==> src/rtl/rs_pkg.sv <==
// Shared GF(2^m) helpers for the Reed-Solomon syndrome front end.
// Symbol widths up to 16 bits are supported by the helper functions.
package rs_pkg;

  localparam int unsigned RS_DEF_POLY = 32'h0000_011D;

  function automatic logic [15:0] gf_mul(input logic [15:0] a, input logic [15:0] b,
                                         input logic [16:0] poly, input int m);
    logic [16:0] acc_v;
    logic [16:0] sh_v;
    acc_v = 17'd0;
    sh_v  = {1'b0, a};
    for (int i = 0; i < 16; i++) begin
      if (i < m) begin
        if (b[i]) acc_v = acc_v ^ sh_v;
        sh_v = sh_v << 1;
        if (sh_v[m]) sh_v = sh_v ^ poly;
      end
    end
    return acc_v[15:0];
  endfunction

  function automatic logic [15:0] gf_alpha_pow(input int k, input logic [16:0] poly, input int m);
    logic [15:0] p_v;
    p_v = 16'd1;
    for (int i = 0; i < k; i++) begin
      p_v = gf_mul(p_v, 16'd2, poly, m);
    end
    return p_v;
  endfunction

endpackage

==> src/rtl/rs_gf_cmul.sv <==
// Constant-coefficient GF(2^m) multiplier; COEF is fixed at elaboration so
// this reduces to a pure XOR network.
module rs_gf_cmul
  import rs_pkg::*;
#(
  parameter int          SYM_W     = 8,
  parameter int unsigned PRIM_POLY = RS_DEF_POLY,
  parameter int unsigned COEF      = 32'd1
) (
  input  logic [SYM_W-1:0] x,
  output logic [SYM_W-1:0] y
);

  assign y = SYM_W'(gf_mul(16'(x), 16'(COEF), 17'(PRIM_POLY), SYM_W));

endmodule

==> src/rtl/rs_syndrome_calc.sv <==
// Reed-Solomon syndrome generator: Horner accumulation per lane into W,
// completed sets parked in holding bank H for multi-port readout.
module rs_syndrome_calc
  import rs_pkg::*;
#(
  parameter int          SYM_W     = 8,
  parameter int          N         = 255,
  parameter int          NSYN      = 32,
  parameter int          FCR       = 1,
  parameter int unsigned PRIM_POLY = RS_DEF_POLY,
  parameter int          NUM_RD    = 3,
  localparam int         AW        = $clog2(NSYN)
) (
  input  logic                    clock,
  input  logic                    reset,
  input  logic                    in_valid,
  output logic                    in_ready,
  input  logic [SYM_W-1:0]        in_data,
  output logic                    cw_end,
  output logic                    syn_valid,
  output logic                    syn_zero,
  input  logic                    syn_release,
  input  logic [NUM_RD-1:0]       rd_req,
  input  logic [NUM_RD*AW-1:0]    rd_addr,
  output logic [NUM_RD*SYM_W-1:0] rd_data,
  output logic [NUM_RD-1:0]       rd_valid
);

  localparam int            CW       = $clog2(N);
  localparam logic [CW-1:0] LAST_CNT = CW'(N - 1);

  logic [SYM_W-1:0]        w_r       [NSYN];
  logic [SYM_W-1:0]        h_r       [NSYN];
  logic [SYM_W-1:0]        w_nxt_s   [NSYN];
  logic [SYM_W-1:0]        prod_s    [NSYN];
  logic [SYM_W-1:0]        upd_s     [NSYN];
  logic [SYM_W-1:0]        rd_sel_s  [NUM_RD];
  logic [CW-1:0]           sym_cnt_r;
  logic [CW-1:0]           sym_cnt_nxt_s;
  logic                    hold_full_r;
  logic                    hold_nxt_s;
  logic                    in_ready_r;
  logic                    cw_end_r;
  logic                    syn_zero_r;
  logic                    accept_s;
  logic                    load_s;
  logic                    upd_any_s;
  logic [NUM_RD*SYM_W-1:0] rd_data_r;
  logic [NUM_RD-1:0]       rd_valid_r;

  for (genvar j = 0; j < NSYN; j++) begin : g_lane
    rs_gf_cmul #(
      .SYM_W    (SYM_W),
      .PRIM_POLY(PRIM_POLY),
      .COEF     (32'(gf_alpha_pow(FCR + j, 17'(PRIM_POLY), SYM_W)))
    ) u_cmul (
      .x(w_r[j]),
      .y(prod_s[j])
    );
    assign upd_s[j] = prod_s[j] ^ in_data;
  end

  // Next-state for accumulators, symbol counter and bank occupancy.
  always_comb begin
    accept_s  = in_valid && in_ready_r;
    load_s    = accept_s && (sym_cnt_r == LAST_CNT);
    upd_any_s = 1'b0;
    for (int j = 0; j < NSYN; j++) begin
      upd_any_s  = upd_any_s | (|upd_s[j]);
      w_nxt_s[j] = w_r[j];
    end
    if (load_s) begin
      // The final symbol's result bypasses W straight into H.
      for (int j = 0; j < NSYN; j++) w_nxt_s[j] = {SYM_W{1'b0}};
      sym_cnt_nxt_s = {CW{1'b0}};
    end else if (accept_s) begin
      for (int j = 0; j < NSYN; j++) w_nxt_s[j] = upd_s[j];
      sym_cnt_nxt_s = sym_cnt_r + CW'(1);
    end else begin
      sym_cnt_nxt_s = sym_cnt_r;
    end
    if (load_s) begin
      hold_nxt_s = 1'b1;
    end else if (syn_release) begin
      hold_nxt_s = 1'b0;
    end else begin
      hold_nxt_s = hold_full_r;
    end
  end

  // Read-port muxes; addresses beyond the last syndrome match nothing and yield zero.
  always_comb begin
    for (int p = 0; p < NUM_RD; p++) begin
      rd_sel_s[p] = {SYM_W{1'b0}};
      for (int j = 0; j < NSYN; j++) begin
        rd_sel_s[p] = (rd_addr[p*AW +: AW] == AW'(j)) ? h_r[j] : rd_sel_s[p];
      end
    end
  end

  // State registers and registered outputs.
  always_ff @(posedge clock) begin
    if (reset) begin
      for (int j = 0; j < NSYN; j++) begin
        w_r[j] <= {SYM_W{1'b0}};
        h_r[j] <= {SYM_W{1'b0}};
      end
      sym_cnt_r   <= {CW{1'b0}};
      hold_full_r <= 1'b0;
      in_ready_r  <= 1'b1;
      cw_end_r    <= 1'b0;
      syn_zero_r  <= 1'b0;
      rd_data_r   <= {(NUM_RD*SYM_W){1'b0}};
      rd_valid_r  <= {NUM_RD{1'b0}};
    end else begin
      for (int j = 0; j < NSYN; j++) w_r[j] <= w_nxt_s[j];
      sym_cnt_r   <= sym_cnt_nxt_s;
      hold_full_r <= hold_nxt_s;
      in_ready_r  <= !(hold_nxt_s && (sym_cnt_nxt_s == LAST_CNT));
      cw_end_r    <= load_s;
      if (load_s) begin
        for (int j = 0; j < NSYN; j++) h_r[j] <= upd_s[j];
        syn_zero_r <= !upd_any_s;
      end
      for (int p = 0; p < NUM_RD; p++) begin
        if (rd_req[p]) begin
          rd_data_r[p*SYM_W +: SYM_W] <= rd_sel_s[p];
          rd_valid_r[p]               <= 1'b1;
        end else begin
          rd_valid_r[p] <= 1'b0;
        end
      end
    end
  end

  assign in_ready  = in_ready_r;
  assign cw_end    = cw_end_r;
  assign syn_valid = hold_full_r;
  assign syn_zero  = syn_zero_r;
  assign rd_data   = rd_data_r;
  assign rd_valid  = rd_valid_r;

endmodule

==> config.mk <==
export PLATFORM = sky130hd
export DESIGN_NAME = rs_syndrome_calc
export DESIGN_NICKNAME = d
export VERILOG_FILES = /design/src/rtl/rs_pkg.sv /design/src/rtl/rs_gf_cmul.sv /design/src/rtl/rs_syndrome_calc.sv
export SDC_FILE = /design/constraint.sdc
export NUM_CORES = 1
export LEC_CHECK = 0
export CORE_MARGIN = 2
export CORE_UTILIZATION = 30
export DETAILED_ROUTE_END_ITERATION = 10
export GPL_ROUTABILITY_DRIVEN = 0
export PLACE_DENSITY_LB_ADDON = 0.2
export REMOVE_ABC_BUFFERS = 1
export SLEW_MARGIN = 20
export SYNTH_ARGS = -nofsm -noshare
export SYNTH_HDL_FRONTEND = slang
export SYNTH_SLANG_ARGS = --single-unit
==> constraint.sdc <==
create_clock -name clock -period 12 [get_ports clock]
set_input_delay 2.4 -clock clock [delete_from_list [all_inputs] [get_ports clock]]
set_output_delay 2.4 -clock clock [all_outputs]
set_load 0.005 [all_outputs]
==> impl_metrics.json <==
{
  "cts_num_sinks": 551,
  "ys_ff_latch": 551,
  "grt_setup_unrepaired": "no",
  "globalRouteMet1Util_pct": 34.5,
  "worstSkewPairLatency_ns": 0.66,
  "cp_max_fanout": 68,
  "first_global_vias": 28900,
  "path_class": "input pin to flip-flop",
  "tightestPinTransition_ns": 1.15,
  "synth_cells": 4011,
  "overflow": 0,
  "synth_commonest_cells": "802 x sky130_fd_sc_hd__nor2_1, 531 x sky130_fd_sc_hd__xnor2_1, 314 x sky130_fd_sc_hd__a21oi_1",
  "place.port_buffers": 60,
  "core_area_mm2": 0.116,
  "totalNegativeSetupSlack_ns": 0,
  "postSynthAreaPerCell_um2": 8.71,
  "synth_enable_flop_cells": 256,
  "layout-drive-gt1-share_pct": 7.50,
  "min_period_over_period_pct": 52.3,
  "die_height_um": 345,
  "worstPathRequired_ns": 12.26,
  "wl_per_cell_um": 27.8,
  "detailed_place_hpwl_um": 112000,
  "grt_util_met2_pct": 37.1,
  "grt_use_total_pct": 24.6,
  "postRouteAntennaNets": 0,
  "tritoncts_clock_tree": "yes",
  "detail_route.wirelength_um": 152000,
  "place.detailed.instances": 5343,
  "ioPinCount": 61,
  "gr_util_met3_pct": 4.80,
  "floorplan.initialDensity_pct": 30.2,
  "cts_buffer_depth": 3,
  "final_period_minus_worst_setup_slack_ns": 6.27,
  "top_usage_layer": "met2",
  "irDropWorstVdd_v": 0.000119,
  "clock_pin_slew_reported_for_the_worst_setup_and_hold_paths_after_clock_tree_synthesis_ns": 0.07,
  "max_slew_margin_pct": 23.3,
  "synth.most_common_cell": "sky130_fd_sc_hd__nor2_1",
  "timing.final.hold_violations": 0,
  "detailroute.via_count": 31200,
  "cts_root_buf": "sky130_fd_sc_hd__clkbuf_16",
  "htree_num_levels": 3,
  "post-cts-setup-buffers": 0,
  "instances_no_fill": 5471,
  "initialDrtViolationCount": 4486,
  "p_per_area_mw_per_mm2": 256,
  "first_pass_grt_wire_length_um": 216000,
  "post-layout-total-power_mw": 9.96,
  "synth.yosys.warnings": 0,
  "critical_path.endpoint_type": "flip-flop",
  "drc": 0,
  "report.final.slew_viol_count": 0,
  "utilization_pct": 33.6,
  "yosys.cell_types.count": 79,
  "synth_area_leaders": "sky130_fd_sc_hd__edfxtp_1 22%, sky130_fd_sc_hd__dfxtp_1 17%, sky130_fd_sc_hd__xnor2_1 13%",
  "timing.hold.worst.class": "flip-flop to flip-flop",
  "grt_start_max_net_pins": 197,
  "fraction_of_synthesized_cell_area_taken_by_the_top_area_cell_type_pct": 22.0,
  "ys.flop_type": "sky130_fd_sc_hd__dfxtp_1",
  "max_freq_mhz": 159,
  "critical_path.startpoint_type": "input pin",
  "total_standard_cell_area_after_synthesis_mm2": 0.0350,
  "initial_antenna_violation_count": 4,
  "p_leak_nw": 13.4,
  "via_to_cell_ratio": 5.71,
  "die_area_mm2": 0.119,
  "die_width_um": 345,
  "number_of_cts_inserted_buffers": 68,
  "synth_area_leader_cell": "sky130_fd_sc_hd__edfxtp_1",
  "worst-endpoint-arrival_ns": 6.53,
  "clock-skew-final_ns": 0.0441,
  "std_cell_rows": 125,
  "nets_finish": 3921,
  "area_delta_synth_final_pct": 11.3,
  "asyncSetResetFlopFracSynth_pct": 0,
  "first_pass_iters": 7,
  "ys_seq_area_share_pct": 38.9,
  "finalSetupViolCount": 0,
  "outcome": "complete, no violations",
  "drv.max_cap_violation_count": 0,
  "cts_repair_resized_insts": 0,
  "postCtsHoldBufs": 0
}
cell families after synthesis:
group                    Yosys count  synth area share, %
AO/OA/AOI/OAI                    922                 16.8
XOR/XNOR                         734                 18.6
adder cells (fa/ha/maj)            2               0.0716
buffers and inverters            359                 4.31
flip-flops                       551                 38.9
multiplexers                     154                 5.49
AND/OR/NAND/NOR                 1289                 15.8
through the flow:
step	setup slack [ns]	instance area [um^2]	hold slack (ns)
floorplan	-0.709	33600	0.444
global placement	5.10	36600	0.464
detailed placement	5.06	36600	0.481
CTS	5.73	38900	0.496
global route	5.42	38900	0.528
finish	5.73	38900	0.490
final timing paths:
| check | to | slack, ns | startpoint | depth (start not counted) |
|---|---|---|---|---|
| hold reg to reg | rd_data[7] | 0.49 | rd_data[7] | 1 |
| setup reg to reg | h_r[0][62] | 7.63 | in_ready | 6 |
| setup / recovery | h_r[0][62] | 5.73 | in_valid | 7 |
| hold / removal | rd_data[7] | 0.49 | rd_data[7] | 1 |
layout by cell type, fill, tap and decap left out, drive strengths merged, types with 50 or more instances in the layout:
master	n
edfxtp	256
o21ai	167
nand2	173
nand3	55
buf	82
clkbuf	92
a21oi	314
dfxtp	295
nor3	77
mux2	53
xor2	198
a211oi	118
nor2	803
xnor2	536
mux2i	76
o22ai	53
nand4	50
registers in the layout (all words and copies together), names as in the netlist:
register / flops
syn_valid: 1
rd_data: 24
w_r: 256
cw_end: 1
in_ready: 1
syn_zero: 1
rd_valid: 3
sym_cnt_r: 8
h_r: 256
area by class of cell:
class | count | area (um^2)
diodes | 2 | 5.00
clock buffers | 92 | 1890
clock inverters | 34 | 397
fillers | 11900 | 77000
inverters | 40 | 150
multi-input cells | 3101 | 19900
flip-flops and latches | 551 | 13600
well taps | 1524 | 1910
repair buffers | 127 | 1060
routing by layer:
layer	vias to the layer above	share of wire, %
li1	13900	-
met1	15200	43
met2	1776	43
met3	329	9.8
met4	4	4.2
met5	-	0.017
report_power, final:
group	internal, mW	leakage [nW]	switching, mW
Combinational	1.72	7.32	2.95
Clock	1.24	1.12	0.890
Sequential	2.46	4.95	0.704
critical path: stages:
cell                              delay, ns
sky130_fd_sc_hd__clkdlybuf4s50_1       0.52
sky130_fd_sc_hd__and2_4                0.66
sky130_fd_sc_hd__and3_1                0.26
sky130_fd_sc_hd__and3_1                0.36
sky130_fd_sc_hd__or2_4                 0.74
sky130_fd_sc_hd__buf_4                 0.70
sky130_fd_sc_hd__buf_4                 0.77
(Power assumes the default switching activity.)
